`src/rtl/or1200_wb_mem_arbiter.sv`:
```
// Two-master (iwb/dwb) to one-slave Wishbone arbiter in front of a shared OR1200 memory.
// Round-robin or dwb-priority arbitration, per-tenure beat cap and slave response timeout.
module or1200_wb_mem_arbiter #(
  parameter int AW        = 32,
  parameter int DW        = 32,
  parameter int PRIO_MODE = 0,
  parameter int MAX_BURST = 8,
  parameter int TIMEOUT   = 64
) (
  input  logic              clk,
  input  logic              rst,
  // instruction master
  input  logic              iwb_cyc_i,
  input  logic              iwb_stb_i,
  input  logic              iwb_we_i,
  input  logic [AW-1:0]     iwb_adr_i,
  input  logic [DW-1:0]     iwb_dat_i,
  input  logic [DW/8-1:0]   iwb_sel_i,
  input  logic [2:0]        iwb_cti_i,
  input  logic [1:0]        iwb_bte_i,
  output logic              iwb_ack_o,
  output logic              iwb_err_o,
  output logic              iwb_rty_o,
  output logic [DW-1:0]     iwb_dat_o,
  // data master
  input  logic              dwb_cyc_i,
  input  logic              dwb_stb_i,
  input  logic              dwb_we_i,
  input  logic [AW-1:0]     dwb_adr_i,
  input  logic [DW-1:0]     dwb_dat_i,
  input  logic [DW/8-1:0]   dwb_sel_i,
  input  logic [2:0]        dwb_cti_i,
  input  logic [1:0]        dwb_bte_i,
  output logic              dwb_ack_o,
  output logic              dwb_err_o,
  output logic              dwb_rty_o,
  output logic [DW-1:0]     dwb_dat_o,
  // shared slave
  output logic              s_cyc_o,
  output logic              s_stb_o,
  output logic              s_we_o,
  output logic [AW-1:0]     s_adr_o,
  output logic [DW-1:0]     s_dat_o,
  output logic [DW/8-1:0]   s_sel_o,
  output logic [2:0]        s_cti_o,
  output logic [1:0]        s_bte_o,
  input  logic              s_ack_i,
  input  logic              s_err_i,
  input  logic              s_rty_i,
  input  logic [DW-1:0]     s_dat_i,
  output logic [1:0]        gnt_o
);

  localparam int BW = $clog2(MAX_BURST + 1);
  localparam int TW = (TIMEOUT > 0) ? $clog2(TIMEOUT + 1) : 1;
  localparam logic [BW-1:0] BEAT_LAST = BW'(MAX_BURST - 1);
  localparam logic [BW-1:0] BEAT_SAT  = BW'(MAX_BURST);
  localparam logic [TW-1:0] TO_LAST   = TW'((TIMEOUT > 0) ? TIMEOUT - 1 : 0);

  typedef enum logic [1:0] {
    IDLE   = 2'd0,
    BUSY_I = 2'd1,
    BUSY_D = 2'd2
  } state_t;

  state_t          state;
  state_t          state_nxt;
  logic            last_d;
  logic            last_d_nxt;
  logic [BW-1:0]   beat_cnt;
  logic [TW-1:0]   to_cnt;

  logic            iwb_req;
  logic            dwb_req;
  logic            other_req;
  logic            busy;
  logic            resp;
  logic            to_hit;
  logic            single_cti;
  logic            cut;
  logic            tenure_end;

  assign iwb_req = iwb_cyc_i & iwb_stb_i;
  assign dwb_req = dwb_cyc_i & dwb_stb_i;
  assign busy    = (state != IDLE);
  assign resp    = s_ack_i | s_err_i | s_rty_i;

  // Slave port is a plain mux of the granted master; idle drives all zeros.
  always_comb begin
    s_cyc_o   = 1'b0;
    s_stb_o   = 1'b0;
    s_we_o    = 1'b0;
    s_adr_o   = '0;
    s_dat_o   = '0;
    s_sel_o   = '0;
    s_cti_o   = '0;
    s_bte_o   = '0;
    other_req = 1'b0;
    case (state)
      BUSY_I: begin
        s_cyc_o   = iwb_cyc_i;
        s_stb_o   = iwb_stb_i;
        s_we_o    = iwb_we_i;
        s_adr_o   = iwb_adr_i;
        s_dat_o   = iwb_dat_i;
        s_sel_o   = iwb_sel_i;
        s_cti_o   = iwb_cti_i;
        s_bte_o   = iwb_bte_i;
        other_req = dwb_req;
      end
      BUSY_D: begin
        s_cyc_o   = dwb_cyc_i;
        s_stb_o   = dwb_stb_i;
        s_we_o    = dwb_we_i;
        s_adr_o   = dwb_adr_i;
        s_dat_o   = dwb_dat_i;
        s_sel_o   = dwb_sel_i;
        s_cti_o   = dwb_cti_i;
        s_bte_o   = dwb_bte_i;
        other_req = iwb_req;
      end
      default: ;
    endcase
  end

  // A real slave response always beats the timeout in the same cycle.
  assign to_hit     = (TIMEOUT != 0) && s_stb_o && !resp && (to_cnt == TO_LAST);
  assign single_cti = (s_cti_o == 3'b000) || (s_cti_o == 3'b111);
  assign cut        = busy && resp && other_req && (single_cti || (beat_cnt == BEAT_LAST));
  assign tenure_end = busy && (!s_cyc_o || cut || to_hit);

  assign iwb_dat_o = s_dat_i;
  assign dwb_dat_o = s_dat_i;

  // Responses are masked while rst is high so an aborted tenure never sees an ack.
  always_comb begin
    iwb_ack_o = 1'b0;
    iwb_err_o = 1'b0;
    iwb_rty_o = 1'b0;
    dwb_ack_o = 1'b0;
    dwb_err_o = 1'b0;
    dwb_rty_o = 1'b0;
    if (!rst) begin
      if (state == BUSY_I) begin
        iwb_ack_o = s_ack_i;
        iwb_err_o = s_err_i | to_hit;
        iwb_rty_o = s_rty_i;
      end
      if (state == BUSY_D) begin
        dwb_ack_o = s_ack_i;
        dwb_err_o = s_err_i | to_hit;
        dwb_rty_o = s_rty_i;
      end
    end
  end

  always_comb begin
    state_nxt  = state;
    last_d_nxt = last_d;
    case (state)
      IDLE: begin
        if (iwb_req && dwb_req) begin
          if ((PRIO_MODE != 0) || !last_d) state_nxt = BUSY_D;
          else                             state_nxt = BUSY_I;
        end else if (dwb_req) begin
          state_nxt = BUSY_D;
        end else if (iwb_req) begin
          state_nxt = BUSY_I;
        end
      end
      BUSY_I: begin
        if (tenure_end) begin
          last_d_nxt = 1'b0;
          state_nxt  = dwb_req ? BUSY_D : IDLE;
        end
      end
      BUSY_D: begin
        if (tenure_end) begin
          last_d_nxt = 1'b1;
          state_nxt  = iwb_req ? BUSY_I : IDLE;
        end
      end
      default: state_nxt = IDLE;
    endcase
  end

  always_ff @(posedge clk) begin
    if (rst) begin
      state  <= IDLE;
      last_d <= 1'b0;
      gnt_o  <= '0;
    end else begin
      state  <= state_nxt;
      last_d <= last_d_nxt;
      case (state_nxt)
        BUSY_I:  gnt_o <= 2'b01;
        BUSY_D:  gnt_o <= 2'b10;
        default: gnt_o <= 2'b00;
      endcase
    end
  end

  // beat_cnt only counts beats taken while the other master is waiting.
  always_ff @(posedge clk) begin
    if (rst || !busy || tenure_end) begin
      beat_cnt <= '0;
      to_cnt   <= '0;
    end else begin
      if (resp && other_req && (beat_cnt != BEAT_SAT))
        beat_cnt <= beat_cnt + 1'b1;
      if (resp)
        to_cnt <= '0;
      else if (s_stb_o && (TIMEOUT != 0))
        to_cnt <= to_cnt + 1'b1;
    end
  end

endmodule

```
`config.mk`:
```
export PLATFORM = sky130hd
export DESIGN_NAME = or1200_wb_mem_arbiter
export DESIGN_NICKNAME = d
export VERILOG_FILES = /design/src/rtl/or1200_wb_mem_arbiter.sv
export SDC_FILE = /design/constraint.sdc
export NUM_CORES = 1
export LEC_CHECK = 0
export BUFFER_PORTS_ARGS = -buffer_cell sky130_fd_sc_hd__buf_2
export CAP_MARGIN = 20
export CORE_AREA = 2 2 132 134
export CTS_CLUSTER_SIZE = 28
export DETAILED_ROUTE_END_ITERATION = 8
export DIE_AREA = 0 0 134 136
export GPL_ROUTABILITY_DRIVEN = 0
export GPL_TIMING_DRIVEN = 1
export PLACE_DENSITY_LB_ADDON = 0.1
export SYNTH_ARGS = -nofsm -noshare
export SYNTH_HDL_FRONTEND = slang
export SYNTH_SLANG_ARGS = --single-unit
```
`constraint.sdc`:
```
create_clock -name clk -period 2.9 [get_ports clk]
set_clock_uncertainty 0.15 [all_clocks]
set_input_delay 0.29 -clock clk [delete_from_list [all_inputs] [get_ports clk]]
set_output_delay 0.29 -clock clk [all_outputs]
set_load 0.01 [all_outputs]
```
==> flow_metrics.env, run 1 <==
export IMPL_final_cell_mix="buf_2, nor2_1, a22oi_1, dfxtp_1, nand2_1"
export IMPL_wirelength_um=11800
export IMPL_die_h_um=136
export IMPL_diodes=0
export IMPL_grt_pass1_wl_um=16800
export IMPL_synth_top_family_by_area="compound AO/OA/AOI/OAI gates"
export IMPL_drt_initial_drc_count=107
export IMPL_p_switching_mw=0.402
export IMPL_synthDistinctLibCells=45
export IMPL_finalHoldViolCount=0
export IMPL_worstSetupPathType="register to output pin"
export IMPL_final_nets=728
export IMPL_area_delta_synth_final_pct=39.1
export IMPL_num_vias=3252
export IMPL_crit_required_ps=2460
export IMPL_outcome="completed"
export IMPL_period_needed_ps=2670
export IMPL_combPwrFrac_pct=49.1
export IMPL_synthXorXnorAreaFrac_pct=3.03
export IMPL_clkSinkCount=16
export IMPL_setup_viol=0
export IMPL_post_route_drc_count=0
export IMPL_core_mm2=0.0169
export IMPL_start_util_pct=15.4
export IMPL_yosysTopAreaCellShare_pct=22.5
export IMPL_end_kind="output pin"
export IMPL_critPathMaxFanout=7
export IMPL_finalMaxSlewViolations=0
export IMPL_clock_latency_ps=250
export IMPL_cts_hold_buf=0
export IMPL_postSynthAreaPerCell_um2=6.99
export IMPL_htreeDepth=1
export IMPL_grt_pass1_vias=2941
export IMPL_reg2reg_slack_ps=240
export IMPL_p_seq_share_pct=22.0
export IMPL_die_area_mm2=0.0182
export IMPL_fp_dieW_um=134
export IMPL_cts_root_buf="clkbuf_16"
export IMPL_busiest_layer="met2"
export IMPL_num_rows=48
export IMPL_hpwl_um=9900
export IMPL_rr_startpoint="state[0]$_SDFF_PP0_"
export IMPL_yosys_area_share_simple_pct=23.5
export IMPL_cts_buffers_inserted=3
export IMPL_synth_area_mux_share_pct=2.55
export IMPL_routed_via_density=4.30
export IMPL_r2r_cells=8
export IMPL_cts_tree="done"
export IMPL_cts_resized=0
export IMPL_final_common_cell="buf_2"
export IMPL_synthAdderAreaFrac_pct=3.37
export IMPL_fillers=1939
export IMPL_p_sw_share_pct=38.2
export IMPL_maxCapViolCount=0
export IMPL_power_density_mw_per_mm2=290
export IMPL_grt_max_degree=64
export IMPL_cts_setup_buffers=0
export IMPL_hold_depth=2
export IMPL_io_pins=337
export IMPL_timing_rr_end="gnt_o[1]$_SDFF_PP0_"
export IMPL_synth_area_leaders="a22oi_1, buf_4, dfxtp_1"
export IMPL_routedWlPerCell_um=15.6
export IMPL_vdd_drop_max_mv=0.163
export IMPL_track_usage_pct=11.7
export IMPL_grt_util_met2_pct=21.8
export IMPL_synth_compound_area_share_pct=30.1
export IMPL_p_leak_nw=1.70
export IMPL_synth_top_area_cell="a22oi_1"
export IMPL_tightest_slew_ps=660
export IMPL_ys_seq_area_share_pct=12.3
export IMPL_gr_usage_met1_pct=13.8
export IMPL_place_inst=752
export IMPL_crit_arrival_ps=2230
export IMPL_clock_path_buffers=2
export IMPL_critPathLaunchType="register"
export IMPL_fin_crit_sh_pct=92.1
export IMPL_use_met3_pct=3.24
export IMPL_hold_path_endpoint="last_d$_SDFFE_PP0P_"
export IMPL_syn_nets=568
export IMPL_rsz0062_at_grt="false"
export IMPL_ys_ff_latch=16
export IMPL_slew_headroom_pct=56.0
export IMPL_antenna_found_initial=0
export IMPL_grt_overflow=0
export IMPL_antenna_left=0
export IMPL_drive_above_1_share_pct=51.2
export IMPL_power_share_clock_pct=28.9
export IMPL_netlist_instances=372
export IMPL_port_buffer_count=240
export IMPL_min_from="rst"
export IMPL_syn_area_mm2=0.00260
export IMPL_dr_pass1_iters=4
export IMPL_fmax_mhz=375
export IMPL_final_cells=756
export IMPL_hold_path_class="input port to register"
export IMPL_fin_tns_setup_ps=0
export IMPL_intPower_mw=0.649
export IMPL_ys_warnings_count=0
export IMPL_clk_pin_slew_ps=50
## worst max path at each step
stage	from	cells past startpoint	to	slack (ps)
after floorplan	state[0]$_SDFF_PP0_	8	dwb_err_o	430
after global placement	state[1]$_SDFF_PP0_	8	gnt_o[1]$_SDFF_PP0_	330
after detailed placement	state[0]$_SDFF_PP0_	8	gnt_o[1]$_SDFF_PP0_	260
after CTS	state[1]$_SDFF_PP0_	9	iwb_err_o	190
after global routing	state[0]$_SDFF_PP0_	9	dwb_err_o	5
final	state[1]$_SDFF_PP0_	9	iwb_err_o	230
## cells in the mapped netlist (all sizes together)
cell type / number
xnor2: 5
xor2: 4
nor4: 4
a311oi: 1
and3: 3
o21a: 4
and3b: 4
a21oi: 5
clkinv: 1
ha: 7
buf: 71
nand3b: 1
a21boi: 3
a21o: 1
nand4: 3
a22o: 1
or3: 1
inv: 5
mux2: 2
nand4bb: 2
clkbuf: 23
nor3: 1
a221oi: 1
o211ai: 2
a211oi: 2
a211o: 1
nand2: 11
nor3b: 2
nor2: 88
a22oi: 78
dfxtp: 16
mux2i: 4
and2: 2
nand3: 6
o21ai: 4
or4: 2
o31ai: 1
## power groups by stage
stage / Sequential (mW) / Clock [mW] / Combinational, mW
2_1_floorplan: 0.235 / 0 / 0.382
3_3_place_gp: 0.235 / 0 / 0.521
3_5_place_dp: 0.235 / 0 / 0.524
4_1_cts: 0.231 / 0.316 / 0.525
5_1_grt: 0.231 / 0.328 / 0.571
6_report: 0.231 / 0.304 / 0.516
## state kept, by name (all words and copies together) (netlist names)
| signal | count |
|---|---|
| beat_cnt | 4 |
| gnt_o | 2 |
| last_d | 1 |
| state | 2 |
| to_cnt | 7 |
## area by class of cell
class | instances | area [um^2] | area share [%]
sequential | 16 | 320 | 8.85
inverter | 6 | 27.5 | 0.761
clock buffer | 4 | 88.8 | 2.46
timing repair buffer | 249 | 1270 | 35.1
tap | 225 | 282 | 7.78
multi-input combinational | 256 | 1630 | 45.1
## stage by stage
stage	power, mW	hold slack [ps]	setup WS (ps)	utilization (%)	area, um^2
floorplan	0.617	282	426	-	2600
global placement	0.756	295	325	20.9	3530
detailed placement	0.759	301	263	20.9	3530
CTS	1.07	263	189	21.4	3620
global route	1.13	291	5.02	21.4	3620
finish	1.05	276	230	21.4	3620
## logic make-up after synthesis
family | after synthesis
compound gates | 104
fa+ha+maj | 7
buf+inv | 100
xor+xnor | 9
simple gates | 130
mux | 6
flops | 16
## routing by layer
metal  routed length [um]  up-vias
li1                     -     1583
met4                    0        0
met5                    0        -
met1                 4620     1493
met2                 6090      176
met3                 1120        0
## worst max-delay path, cell delays in order, from the launching register on
cell      delay [ps]
dfxtp_1          430
inv_1            100
ha_1             380
clkinv_4         100
nor2_1           170
nand4_1          150
nor2_1           200
a21oi_1          120
nor3b_1          180
buf_2            150
Power figures use the tool's default switching activity.
==> run 2: changes to the inputs <==
CORE_AREA = 2 2 130 132   (was 2 2 132 134)
DIE_AREA = 0 0 132 134   (was 0 0 134 136)
GPL_TIMING_DRIVEN = unset   (was 1)
==> flow_metrics.env, run 2 (synthesized netlist as in run 1, its figures left out) <==
export IMPL_setup_viol=0
export IMPL_antenna_left=0
export IMPL_power_density_mw_per_mm2=291
export IMPL_finish_utilization_pct=22.3
export IMPL_dr_pass1_iters=4
export IMPL_track_usage_pct=13.3
export IMPL_dp_slack_ps=120
export IMPL_num_vias=3251
export IMPL_final_common_cell="buf_2"
export IMPL_maxCapViolCount=0
export IMPL_fp_dieW_um=132
export IMPL_vdd_drop_max_mv=0.192
export IMPL_cts_buffers_inserted=3
export IMPL_cts_root_buf="clkbuf_16"
export IMPL_clock_path_buffers=2
export IMPL_final_nets=727
export IMPL_drive_above_1_share_pct=51.9
export IMPL_grt_pass1_vias=3226
export IMPL_fmax_mhz=373
export IMPL_routed_via_density=4.33
export IMPL_critPathMaxFanout=12
export IMPL_fin_tns_setup_ps=0
export IMPL_ff_latch_area_um2=323
export IMPL_die_h_um=134
export IMPL_area_delta_synth_final_pct=39.6
export IMPL_wirelength_um=12800
export IMPL_finalMaxSlewViolations=0
export IMPL_clk_pin_slew_ps=50
export IMPL_rsz0062_at_grt="false"
export IMPL_clock_latency_ps=240
export IMPL_final_setup_worst_slack_ps=217
export IMPL_grt_overflow=0
export IMPL_critPathLaunchType="register"
export IMPL_grt_pass1_wl_um=18500
export IMPL_routedWlPerCell_um=17.0
export IMPL_fillers=1887
export IMPL_end_kind="output pin"
export IMPL_tightest_slew_ps=495
export IMPL_clkSinkCount=16
export IMPL_core_mm2=0.0163
export IMPL_worstSetupPathType="register to output pin"
export IMPL_grt_max_degree=44
export IMPL_finalHoldWorstSlack_ps=262
export IMPL_multi_input_area_mm2=0.00166
export IMPL_start_util_pct=16.0
export IMPL_slew_headroom_pct=67.0
export IMPL_reg2reg_slack_ps=280
export IMPL_drt_initial_drc_count=110
export IMPL_design_power_total_mw=1.06
export IMPL_outcome="completed"
export IMPL_reg_top3="to_cnt: 7 flops, beat_cnt: 4 flops"
export IMPL_cts_setup_buffers=0
export IMPL_num_rows=47
export IMPL_antenna_found_initial=0
export IMPL_cts_tree="done"
export IMPL_port_buffer_count=240
export IMPL_hold_path_class="input port to register"
export IMPL_htreeDepth=1
export IMPL_crit_arrival_ps=2240
export IMPL_crit_required_ps=2460
export IMPL_largest_register_ffs=7
export IMPL_period_needed_ps=2680
export IMPL_largest_register="to_cnt"
export IMPL_post_route_drc_count=0
export IMPL_finalHoldViolCount=0
export IMPL_die_area_mm2=0.0177
export IMPL_p_leak_nw=1.70
export IMPL_diodes=0
export IMPL_io_pins=337
export IMPL_fin_crit_sh_pct=92.5
export IMPL_hpwl_um=10600
export IMPL_final_cell_mix="buf_2, a22oi_1, nor2_1, dfxtp_1, nand2_1"
==> run 2: area by class of cell <==
| cell class | instances | share of cell area (%) |
|---|---|---|
| clock buffers | 4 | 2.45 |
| well taps | 220 | 7.58 |
| flip-flops and latches | 16 | 8.89 |
| repair buffers | 248 | 34.7 |
| inverters | 6 | 0.758 |
| multi-input cells | 256 | 45.6 |
==> run 2: path summary, 6_finish.rpt <==
check,from,end,cells after the start
hold / removal,rst,last_d$_SDFFE_PP0P_,2
hold reg to reg,last_d$_SDFFE_PP0P_,last_d$_SDFFE_PP0P_,2
setup reg to reg,state[0]$_SDFF_PP0_,gnt_o[1]$_SDFF_PP0_,8
setup / recovery,state[0]$_SDFF_PP0_,iwb_err_o,9
==> run 2: where the power goes <==
| part | switching (mW) | total (mW) | leakage, nW | internal, mW |
|---|---|---|---|---|
| Combinational | 0.310 | 0.525 | 1.53 | 0.215 |
| Sequential | 0.00575 | 0.232 | 0.130 | 0.226 |
| Clock | 0.0885 | 0.298 | 0.0442 | 0.210 |
| Total | 0.405 | 1.06 | 1.70 | 0.651 |
==> run 2: timing repair <==
item                       4_1_cts  5_1_grt
hold endpoints to repair         0        0
hold buffers                     0        0
setup endpoints to repair        0        4
gates resized for setup          0        4
==> run 2: routing by layer <==
metal,up-vias,wire (um),track usage [%]
li1,1579,-,-
met2,171,6320,23.6
met5,-,0,0
met1,1488,5100,15.8
met4,0,87,1.21
met3,13,1270,4.91
==> run 2: through the flow <==
stage          instance area (um^2)  std cells
2_1_floorplan                  2600        372
3_3_place_gp                   3540        746
3_5_place_dp                   3540        746
4_1_cts                        3620        750
5_1_grt                        3630        750
6_report                       3630        750
==> run 2: critical path: stages (launching register included) <==
cell and delay, ps:
dfxtp_2 380, inv_1 110, ha_2 400, clkinv_4 130
nor2_1 170, nand4_1 170, nor2_2 180, a21oi_1 110
nor3b_1 170, buf_2 150
==> run 3: changes to the inputs <==
ABC_AREA = 1   (was unset)
ABC_CLOCK_PERIOD_IN_PS = 2900   (was unset)
CORE_AREA = 2 2 129 131   (was 2 2 130 132)
DIE_AREA = 0 0 131 133   (was 0 0 132 134)
==> flow_metrics.env, run 3 <==
export IMPL_slowest_stage="ha_1"
export IMPL_port_buffer_count=240
export IMPL_multi_input_area_mm2=0.00157
export IMPL_p_leak_nw=1.79
export IMPL_clock_latency_ps=250
export IMPL_rr_startpoint="state[1]$_SDFF_PP0_"
export IMPL_cts_tree="done"
export IMPL_setup_viol=0
export IMPL_antenna_found_initial=0
export IMPL_slew_headroom_pct=64.8
export IMPL_largest_register_ffs=7
export IMPL_synthTopCellsByCount="nand2_1, a21oi_1, buf_4"
export IMPL_power_density_mw_per_mm2=453
export IMPL_clock_path_buffers=2
export IMPL_clkSinkCount=16
export IMPL_final_cell_mix="buf_2, nand2_1, a21oi_1, inv_1, dfxtp_1"
export IMPL_synth_top_area_cell="nand2_1"
export IMPL_dr_pass1_iters=6
export IMPL_reg_top3="to_cnt: 7 flops, beat_cnt: 4 flops"
export IMPL_hold_path_class="input port to register"
export IMPL_routed_via_density=3.98
export IMPL_routedWlPerCell_um=14.0
export IMPL_dp_slack_ps=551
export IMPL_largest_register="to_cnt"
export IMPL_num_vias=3344
export IMPL_grt_overflow=0
export IMPL_design_power_total_mw=1.63
export IMPL_final_nets=818
export IMPL_cp_top_family="buffers and inverters"
export IMPL_synth_edff_count=0
export IMPL_ys_async_sr_fraction_pct=0
export IMPL_synth_area_leaders="nand2_1, buf_4, a21oi_1"
export IMPL_post_route_drc_count=0
export IMPL_crit_start="state[0]$_SDFF_PP0_"
export IMPL_cts_buffers_inserted=3
export IMPL_grt_pass1_vias=3209
export IMPL_diodes=0
export IMPL_wirelength_um=11700
export IMPL_fp_dieW_um=131
export IMPL_cts_resized=0
export IMPL_area_delta_synth_final_pct=40.4
export IMPL_rsz0062_at_grt="false"
export IMPL_synthDistinctLibCells=30
export IMPL_netlist_instances=461
export IMPL_antenna_left=0
export IMPL_io_pins=337
export IMPL_htreeDepth=1
export IMPL_finalMaxSlewViolations=0
export IMPL_cts_hold_buf=0
export IMPL_worstSetupPathType="register to output pin"
export IMPL_grt_max_degree=79
export IMPL_core_mm2=0.0162
export IMPL_fillers=1904
export IMPL_fin_crit_sh_pct=90.0
export IMPL_path_buf_inv=4
export IMPL_finalHoldWorstSlack_ps=245
export IMPL_fin_tns_setup_ps=0
export IMPL_num_rows=47
export IMPL_postSynthAreaPerCell_um2=5.57
export IMPL_grt_pass1_wl_um=17700
export IMPL_die_area_mm2=0.0174
export IMPL_maxCapViolCount=0
export IMPL_cts_setup_buffers=0
export IMPL_track_usage_pct=12.8
export IMPL_tightest_slew_ps=528
export IMPL_crit_path_frequent_cell="inv_1"
export IMPL_crit_chain="inv_1 > ha_1 > inv_2 > a21oi_4 > inv_1 > nor3_2 > a31oi_1 > nor3_1 > buf_2"
export IMPL_syn_area_mm2=0.00257
export IMPL_ys_warnings_count=0
export IMPL_period_needed_ps=2610
export IMPL_path_depth=9
export IMPL_ff_latch_area_um2=320
export IMPL_synthFlopType="dfxtp_1"
export IMPL_drive_above_1_share_pct=44.1
export IMPL_outcome="completed"
export IMPL_syn_nets=657
export IMPL_critical_path_endpoint="iwb_err_o"
export IMPL_critPathMaxFanout=6
export IMPL_reg2reg_slack_ps=530
export IMPL_crit_arrival_ps=2170
export IMPL_r2r_cells=16
export IMPL_start_util_pct=15.9
export IMPL_vdd_drop_max_mv=0.351
export IMPL_slowest_delay_ps=390
export IMPL_yosysTopAreaCellShare_pct=27.6
export IMPL_critPathLaunchType="register"
export IMPL_ys_ff_latch=16
export IMPL_finish_utilization_pct=22.3
export IMPL_timing_rr_end="gnt_o[0]$_SDFF_PP0_"
export IMPL_clk_pin_slew_ps=50
export IMPL_ys_seq_area_share_pct=12.5
export IMPL_final_setup_worst_slack_ps=289
export IMPL_die_h_um=133
export IMPL_end_kind="output pin"
export IMPL_hpwl_um=9680
export IMPL_crit_required_ps=2460
export IMPL_finalHoldViolCount=0
export IMPL_final_common_cell="buf_2"
export IMPL_drt_initial_drc_count=80
export IMPL_cts_root_buf="clkbuf_16"
export IMPL_fmax_mhz=383
export IMPL_synth_most_common_cell="nand2_1"
-- run 3: changes by cell type after synthesis, sizes merged, moves of 6 or more --
cell / delta
nor2: -72
a21oi: +75
nand2: +183
nor3: +6
inv: +19
a22oi: -78
-- run 3: worst min-delay path by stage --
stage          cells past startpoint                   to  slack (ps)           startpoint
6_report                           2  last_d$_SDFFE_PP0P_         250                  rst
5_1_grt                            2  last_d$_SDFFE_PP0P_         260                  rst
4_1_cts                            2  last_d$_SDFFE_PP0P_         250                  rst
3_5_place_dp                       2  last_d$_SDFFE_PP0P_         330  last_d$_SDFFE_PP0P_
3_3_place_gp                       2  last_d$_SDFFE_PP0P_         320  last_d$_SDFFE_PP0P_
2_1_floorplan                      1  last_d$_SDFFE_PP0P_         250                  rst
-- run 3: where the power goes --
part	leakage [nW]	total [mW]	switching (mW)	internal, mW
sequential	0.129	0.249	0.0128	0.236
clock	0.0442	0.306	0.0961	0.210
combinational	1.62	1.08	0.727	0.350
total	1.79	1.63	0.835	0.796
-- run 3: final cells by class --
cell class              instances  area share, %
clock buffers                   4           2.46
well taps                     220           7.64
repair buffers                246           34.9
multi-input cells             331           43.6
inverters                      24           2.50
flip-flops and latches         16           8.89
-- run 3: cell families after synthesis --
group	synth area share, %
xor+xnor	1.71
flops	12.5
buf+inv	26.5
simple gates	38.2
fa+ha+maj	3.41
compound gates	17.7
-- run 3: metal layers --
| layer | global-route usage [%] | share of wire [%] |
|---|---|---|
| met1 | 15.9 | 41 |
| met2 | 22.0 | 50 |
| met3 | 3.40 | 7.6 |
| met4 | 2.90 | 1.4 |
| met5 | 0 | 0 |
-- run 3: per-stage QoR --
step | cells | area, um^2
after floorplan | 461 | 2570
after global placement | 837 | 3520
after detailed placement | 837 | 3520
after CTS | 841 | 3600
after global routing | 841 | 3600
final | 841 | 3600
